File: src/rtl/usrt_apb_ctrl.sv
// APB-side UART controller: TX/RX byte FIFOs, register file and a TX frame scheduler.
// The APB bus is stalled only when a DATA access cannot be serviced by its FIFO.
module usrt_apb_ctrl #(
    parameter int FIFO_DEPTH = 4
) (
    input  logic       i_Pclk,
    input  logic       i_Presetn,
    input  logic [1:0] i_Paddr,
    input  logic       i_Psel,
    input  logic       i_Penable,
    input  logic       i_Pwrite,
    input  logic [7:0] i_Pwdata,
    output logic [7:0] o_Prdata,
    output logic       o_Pready,
    output logic       o_Tx_DV,
    output logic [7:0] o_Tx_Byte,
    input  logic       i_Tx_Done,
    input  logic       i_Rx_DV,
    input  logic [7:0] i_Rx_Byte
);

    localparam int AW = (FIFO_DEPTH > 1) ? $clog2(FIFO_DEPTH) : 1;
    localparam int CW = AW + 1;
    localparam logic [CW-1:0] FULL_CNT = CW'(FIFO_DEPTH);

    typedef enum logic [1:0] {
        ADDR_DATA   = 2'd0,
        ADDR_STATUS = 2'd1,
        ADDR_CTRL   = 2'd2,
        ADDR_CLR    = 2'd3
    } reg_addr_e;

    typedef enum logic {
        S_IDLE = 1'b0,
        S_BUSY = 1'b1
    } tx_state_e;

    logic [7:0]    tx_mem_q [FIFO_DEPTH];
    logic [7:0]    rx_mem_q [FIFO_DEPTH];
    logic [AW-1:0] tx_wr_ptr_q, tx_wr_ptr_d, tx_rd_ptr_q, tx_rd_ptr_d;
    logic [AW-1:0] rx_wr_ptr_q, rx_wr_ptr_d, rx_rd_ptr_q, rx_rd_ptr_d;
    logic [CW-1:0] tx_count_q, tx_count_d, rx_count_q, rx_count_d;
    logic          tx_en_q, tx_en_d, rx_en_q, rx_en_d;
    logic          rx_ovr_q, rx_ovr_d;
    logic [7:0]    tx_byte_q, tx_byte_d;
    tx_state_e     state_q, state_d;

    reg_addr_e     addr;
    logic          tx_full, tx_empty, rx_full, rx_empty;
    logic          apb_access, data_sel, stall, apb_wr, apb_rd;
    logic          tx_push, tx_launch, rx_push, rx_pop;
    logic          ctrl_wr, clr_wr, ovr_set;
    logic [7:0]    status;

    assign addr     = reg_addr_e'(i_Paddr);
    assign tx_full  = (tx_count_q == FULL_CNT);
    assign tx_empty = (tx_count_q == '0);
    assign rx_full  = (rx_count_q == FULL_CNT);
    assign rx_empty = (rx_count_q == '0);

    // Stall decisions use the pre-edge FIFO counts only.
    assign apb_access = i_Psel & i_Penable;
    assign data_sel   = (addr == ADDR_DATA);
    assign stall      = apb_access & data_sel & (i_Pwrite ? tx_full : rx_empty);
    assign o_Pready   = apb_access & ~stall;
    assign apb_wr     = o_Pready & i_Pwrite;
    assign apb_rd     = o_Pready & ~i_Pwrite;

    assign tx_push = apb_wr & data_sel;
    assign rx_pop  = apb_rd & data_sel;
    assign ctrl_wr = apb_wr & (addr == ADDR_CTRL);
    assign clr_wr  = apb_wr & (addr == ADDR_CLR) & i_Pwdata[4];

    // A full RX FIFO still accepts a byte when a DATA read frees a slot on the same edge.
    assign rx_push = i_Rx_DV & rx_en_q & (~rx_full | rx_pop);
    assign ovr_set = i_Rx_DV & rx_en_q & rx_full & ~rx_pop;

    assign status = {2'b00, (state_q != S_IDLE), rx_ovr_q, rx_full, rx_empty, tx_empty, tx_full};

    always_comb begin
        state_d   = state_q;
        tx_launch = 1'b0;
        unique case (state_q)
            S_IDLE: if (tx_en_q && !tx_empty) begin
                tx_launch = 1'b1;
                state_d   = S_BUSY;
            end
            S_BUSY: if (i_Tx_Done) state_d = S_IDLE;
        endcase
    end

    // The launch cycle presents the FIFO head directly; afterwards the latched copy holds it.
    assign o_Tx_DV   = tx_launch;
    assign o_Tx_Byte = tx_launch ? tx_mem_q[tx_rd_ptr_q] : tx_byte_q;

    always_comb begin
        o_Prdata = 8'h00;
        if (apb_rd) begin
            unique case (addr)
                ADDR_DATA:   o_Prdata = rx_mem_q[rx_rd_ptr_q];
                ADDR_STATUS: o_Prdata = status;
                ADDR_CTRL:   o_Prdata = {6'b0, rx_en_q, tx_en_q};
                ADDR_CLR:    o_Prdata = 8'h00;
            endcase
        end
    end

    // NOTE: next-state logic uses blocking '=' with defaults first so no latch is inferred;
    // the state registers below use non-blocking '<=' only.
    always_comb begin
        tx_wr_ptr_d = tx_wr_ptr_q;
        tx_rd_ptr_d = tx_rd_ptr_q;
        rx_wr_ptr_d = rx_wr_ptr_q;
        rx_rd_ptr_d = rx_rd_ptr_q;
        tx_en_d     = tx_en_q;
        rx_en_d     = rx_en_q;
        rx_ovr_d    = rx_ovr_q;
        tx_byte_d   = tx_byte_q;
        if (tx_push)   tx_wr_ptr_d = tx_wr_ptr_q + AW'(1);
        if (tx_launch) tx_rd_ptr_d = tx_rd_ptr_q + AW'(1);
        if (rx_push)   rx_wr_ptr_d = rx_wr_ptr_q + AW'(1);
        if (rx_pop)    rx_rd_ptr_d = rx_rd_ptr_q + AW'(1);
        tx_count_d = tx_count_q + CW'(tx_push) - CW'(tx_launch);
        rx_count_d = rx_count_q + CW'(rx_push) - CW'(rx_pop);
        if (ctrl_wr) begin
            tx_en_d = i_Pwdata[0];
            rx_en_d = i_Pwdata[1];
        end
        if (clr_wr)    rx_ovr_d  = 1'b0;
        if (ovr_set)   rx_ovr_d  = 1'b1;
        if (tx_launch) tx_byte_d = tx_mem_q[tx_rd_ptr_q];
    end

    always_ff @(posedge i_Pclk or negedge i_Presetn) begin
        if (!i_Presetn) begin
            state_q     <= S_IDLE;
            tx_wr_ptr_q <= '0;
            tx_rd_ptr_q <= '0;
            rx_wr_ptr_q <= '0;
            rx_rd_ptr_q <= '0;
            tx_count_q  <= '0;
            rx_count_q  <= '0;
            tx_en_q     <= 1'b1;
            rx_en_q     <= 1'b1;
            rx_ovr_q    <= 1'b0;
            tx_byte_q   <= 8'h00;
        end else begin
            state_q     <= state_d;
            tx_wr_ptr_q <= tx_wr_ptr_d;
            tx_rd_ptr_q <= tx_rd_ptr_d;
            rx_wr_ptr_q <= rx_wr_ptr_d;
            rx_rd_ptr_q <= rx_rd_ptr_d;
            tx_count_q  <= tx_count_d;
            rx_count_q  <= rx_count_d;
            tx_en_q     <= tx_en_d;
            rx_en_q     <= rx_en_d;
            rx_ovr_q    <= rx_ovr_d;
            tx_byte_q   <= tx_byte_d;
        end
    end

    // NOTE: FIFO storage is deliberately not reset; pointers and counts define which entries are valid.
    always_ff @(posedge i_Pclk) begin
        if (tx_push) tx_mem_q[tx_wr_ptr_q] <= i_Pwdata;
        if (rx_push) rx_mem_q[rx_wr_ptr_q] <= i_Rx_Byte;
    end

endmodule

File: config.mk
export PLATFORM = sky130hd
export DESIGN_NAME = usrt_apb_ctrl
export DESIGN_NICKNAME = d
export VERILOG_FILES = /design/src/rtl/usrt_apb_ctrl.sv
export SDC_FILE = /design/constraint.sdc
export NUM_CORES = 1
export LEC_CHECK = 0
export ABC_AREA = 1
export CORE_ASPECT_RATIO = 1.5
export CORE_MARGIN = 10
export CORE_UTILIZATION = 50
export DETAILED_ROUTE_END_ITERATION = 16
export PLACE_DENSITY = 0.77
export SLEW_MARGIN = 40
export SYNTH_ARGS = -nofsm -noshare
export SYNTH_HDL_FRONTEND = slang
export SYNTH_SLANG_ARGS = --single-unit
File: constraint.sdc
create_clock -name i_Pclk -period 1.9 [get_ports i_Pclk]
set_input_delay 0.38 -clock i_Pclk [delete_from_list [all_inputs] [get_ports i_Pclk]]
set_output_delay 0.38 -clock i_Pclk [all_outputs]
set_load 0.05 [all_outputs]
==> run metrics <==
fmax 472 MHz; Yosys top cell by area edfxtp_1; number of synthesized flops with an enable pin 64; Final setup viols 22; cell area after synthesis 3890 um^2; FF+latch count, synth 90; vias per cell 5.28; total detailed-routing wirelength 10300 um; All-Layer GR Usage 17.9%; largest family of logic cells by synthesized area simple AND/OR/NAND/NOR gates; unrepaired setup endpoints after global routing yes; Final WS setup -0.217 ns; top fanout value on the critical path 11; min cycle time layout 2.12 ns; complex-gate fraction of the synthesized area 6.82%; Syn Nets 386; setup TNS -2.83 ns; worst clock skew 0.0122 ns; worst setup path category reg2out; mux cell area share after synthesis 0.289%; Worst-path clk slew 0.06 ns; violated checks negative setup slack; Crit path top cell by count nand3_1; xor/xnor share of the synthesized area 1.35%; DP Worst Slack -0.551 ns; Setup crit start rx_rd_ptr_q[0]$_DFFE_PN0P_; power density cells 1550 nW/um^2; Rows 39; asr flop ratio synth 28.9%; synth top area cells edfxtp_1, dfrtp_1, nand2_1; width of the die 92.0 um; wire per inst 18.3 um; CTS tree yes; vias in the first global route 3239; dominant synthesized flop cell edfxtp_1; reg2reg setup slack -0.15 ns; commonest cells in the netlist edfxtp_1, nand2_1, nor2_1; # diodes 0; P_leak 2.40 nW; Syn. warnings 0; Peak VDD IR 1030 uV; GRT busiest layer met2; Root Buffer clkbuf_16; Die Area 11800 um^2; IO buf count 42; Final nets 494; DP HPWL 6580 um; Worst path slowest cell dfrtp_1; critical-path cell list clkinv_2, buf_4, nand2_1, nand3_1, nand3_1, a21oi_2, buf_6; max-cap violation count 0; fin. max-slew vios 0; first-pass GRT wire length 16100 um; syn avg cell area 11.2 um^2; WHS 0.427 ns; layout cells sized above 1 40.2%; r2r startpoint rx_count_q[1]$_DFF_PN0_; met2 usage 33.0%; DR iter-0 viols 154; Register Area 2580 um^2; first-pass iteration count of the detailed router 4; number of cells on the worst reg-to-reg path 12; IO Pins 43; Vias 2970; initial antenna violation count 0; Final Hold Fails 0; Tcrit/Tclk final 111%; ANT nets after route 0; multi-input combinational cell area 1520 um^2; buffer depth of the longest clock path 2; crit path launch type register; largest net degree at the start of global routing 27; Slew @ Worst Pin 0.365 ns; Worst-Skew Late Latency 0.35 ns; Fill cells 450; GRT overflow 0; met1 GRT Util 17.0%; critical path's largest stage delay 0.40 ns; CTS Buf Count 9; DRC 0; crit end category output pin; Synth Area in Adders 4.89%; CP required 1.52 ns; post-synthesis sequential area ratio 66.2%; initial core utilization 51.1%; grt met3 use 5.57%; share of the synthesized area in the top cell type 49.4%; min-delay worst type in2async; status complete, but fails checks; Syn-to-layout area delta 49.6%; reg2reg end rx_count_q[1]$_DFF_PN0_; core region area 7610 um^2; Netlist cell types 32; die height 128 um; CTS Hold Bufs 0; CP Data Arrival Time 1.74 ns; RD Place Congestion 0.981; Max H-tree Level 3; relative slew slack 75.7%; cells after synthesis 347; simple-gate share of the synthesized area 15.5%; clk sinks 90
## flip-flops by register name, summed over array words and instances (netlist names), 2 cells and up
register and count:
rx_mem_q 32, tx_count_q 3, tx_wr_ptr_q 2, rx_wr_ptr_q 2, tx_rd_ptr_q 2, rx_count_q 3, rx_rd_ptr_q 2, tx_mem_q 32
tx_byte_q 8
## layout make-up
| class | count | share of cell area [%] |
|---|---|---|
| Sequential cell | 90 | 44.3 |
| Multi-Input combinational cell | 209 | 26.1 |
| Timing Repair Buffer | 106 | 19.5 |
| Clock buffer | 11 | 4.17 |
| Inverter | 39 | 2.73 |
| Tap cell | 102 | 2.19 |
| Clock inverter | 5 | 1.05 |
## report_power, final
group          total, W  switching, W  internal, W  leakage [nW]
registers       0.00280      0.000266      0.00254         0.886
clock network   0.00180      0.000737      0.00106         0.138
logic           0.00445       0.00244      0.00201          1.38
total           0.00905       0.00344      0.00561          2.40
## worst max-delay path by stage
| stage | to | cells past startpoint |
|---|---|---|
| global placement | rx_count_q[1]$_DFF_PN0_ | 11 |
| CTS | o_Prdata[3] | 6 |
| detailed placement | tx_count_q[2]$_DFF_PN0_ | 10 |
| global route | o_Prdata[4] | 7 |
| finish | o_Prdata[4] | 7 |
| floorplan | tx_count_q[2]$_DFF_PN0_ | 10 |
## repair_timing
item / in CTS / in global routing
pin swaps: 24 / 14
gates cloned: 3 / 0
resized for setup: 101 / 27
setup buffers: 18 / 7
endpoints found under the setup margin: 21 / 22
endpoints found under the hold margin: 0 / 0
## through the flow
| stage | util, % | instance area (um^2) | total power [W] | cells |
|---|---|---|---|---|
| 6_report | 76.5 | 5820 | 0.00905 | 562 |
| 5_1_grt | 76.5 | 5820 | 0.00954 | 562 |
| 4_1_cts | 74.5 | 5670 | 0.00871 | 555 |
| 3_5_place_dp | 63.8 | 4860 | 0.00600 | 518 |
| 3_3_place_gp | 63.8 | 4860 | 0.00587 | 518 |
| 2_1_floorplan | - | 3980 | 0.00464 | 347 |
## worst max-delay path, delay by kind of cell, from the launching register on
kind | cells | cell delay, ns
buffers and inverters | 3 | 0.53
AND/OR/NAND/NOR | 3 | 0.29
AO/OA/AOI/OAI | 1 | 0.17
flip-flops | 1 | 0.40
## cells by family after synthesis
| group | Yosys count |
|---|---|
| xor+xnor | 6 |
| fa+ha+maj | 14 |
| flops | 90 |
| compound gates | 49 |
| mux | 1 |
| simple gates | 139 |
| buf+inv | 48 |
## layout by cell type (no fill, tap or decap), drive strengths merged
cell / n
nand3: 17
nor3: 1
clkinvlp: 4
dfstp: 2
bufinv: 1
o21ai: 31
clkinv: 2
fa: 2
edfxtp: 64
xnor2: 1
xor2: 5
nand2: 66
inv: 37
nand4: 4
nor2: 49
o211ai: 1
a22oi: 1
o22ai: 8
or2: 1
ha: 12
a21oi: 8
nor3b: 1
clkbuf: 11
buf: 82
clkdlybuf4s50: 19
mux2: 1
dfrtp: 24
dlygate4sd2: 5
## routing by layer
metal / wire, um / vias up / share of wire [%]
li1: - / 1379 / -
met1: 3640 / 1467 / 35
met2: 5860 / 100 / 57
met3: 477 / 24 / 4.6
met4: 332 / 0 / 3.2
met5: 0 / - / 0
(Power assumes the default switching activity.)
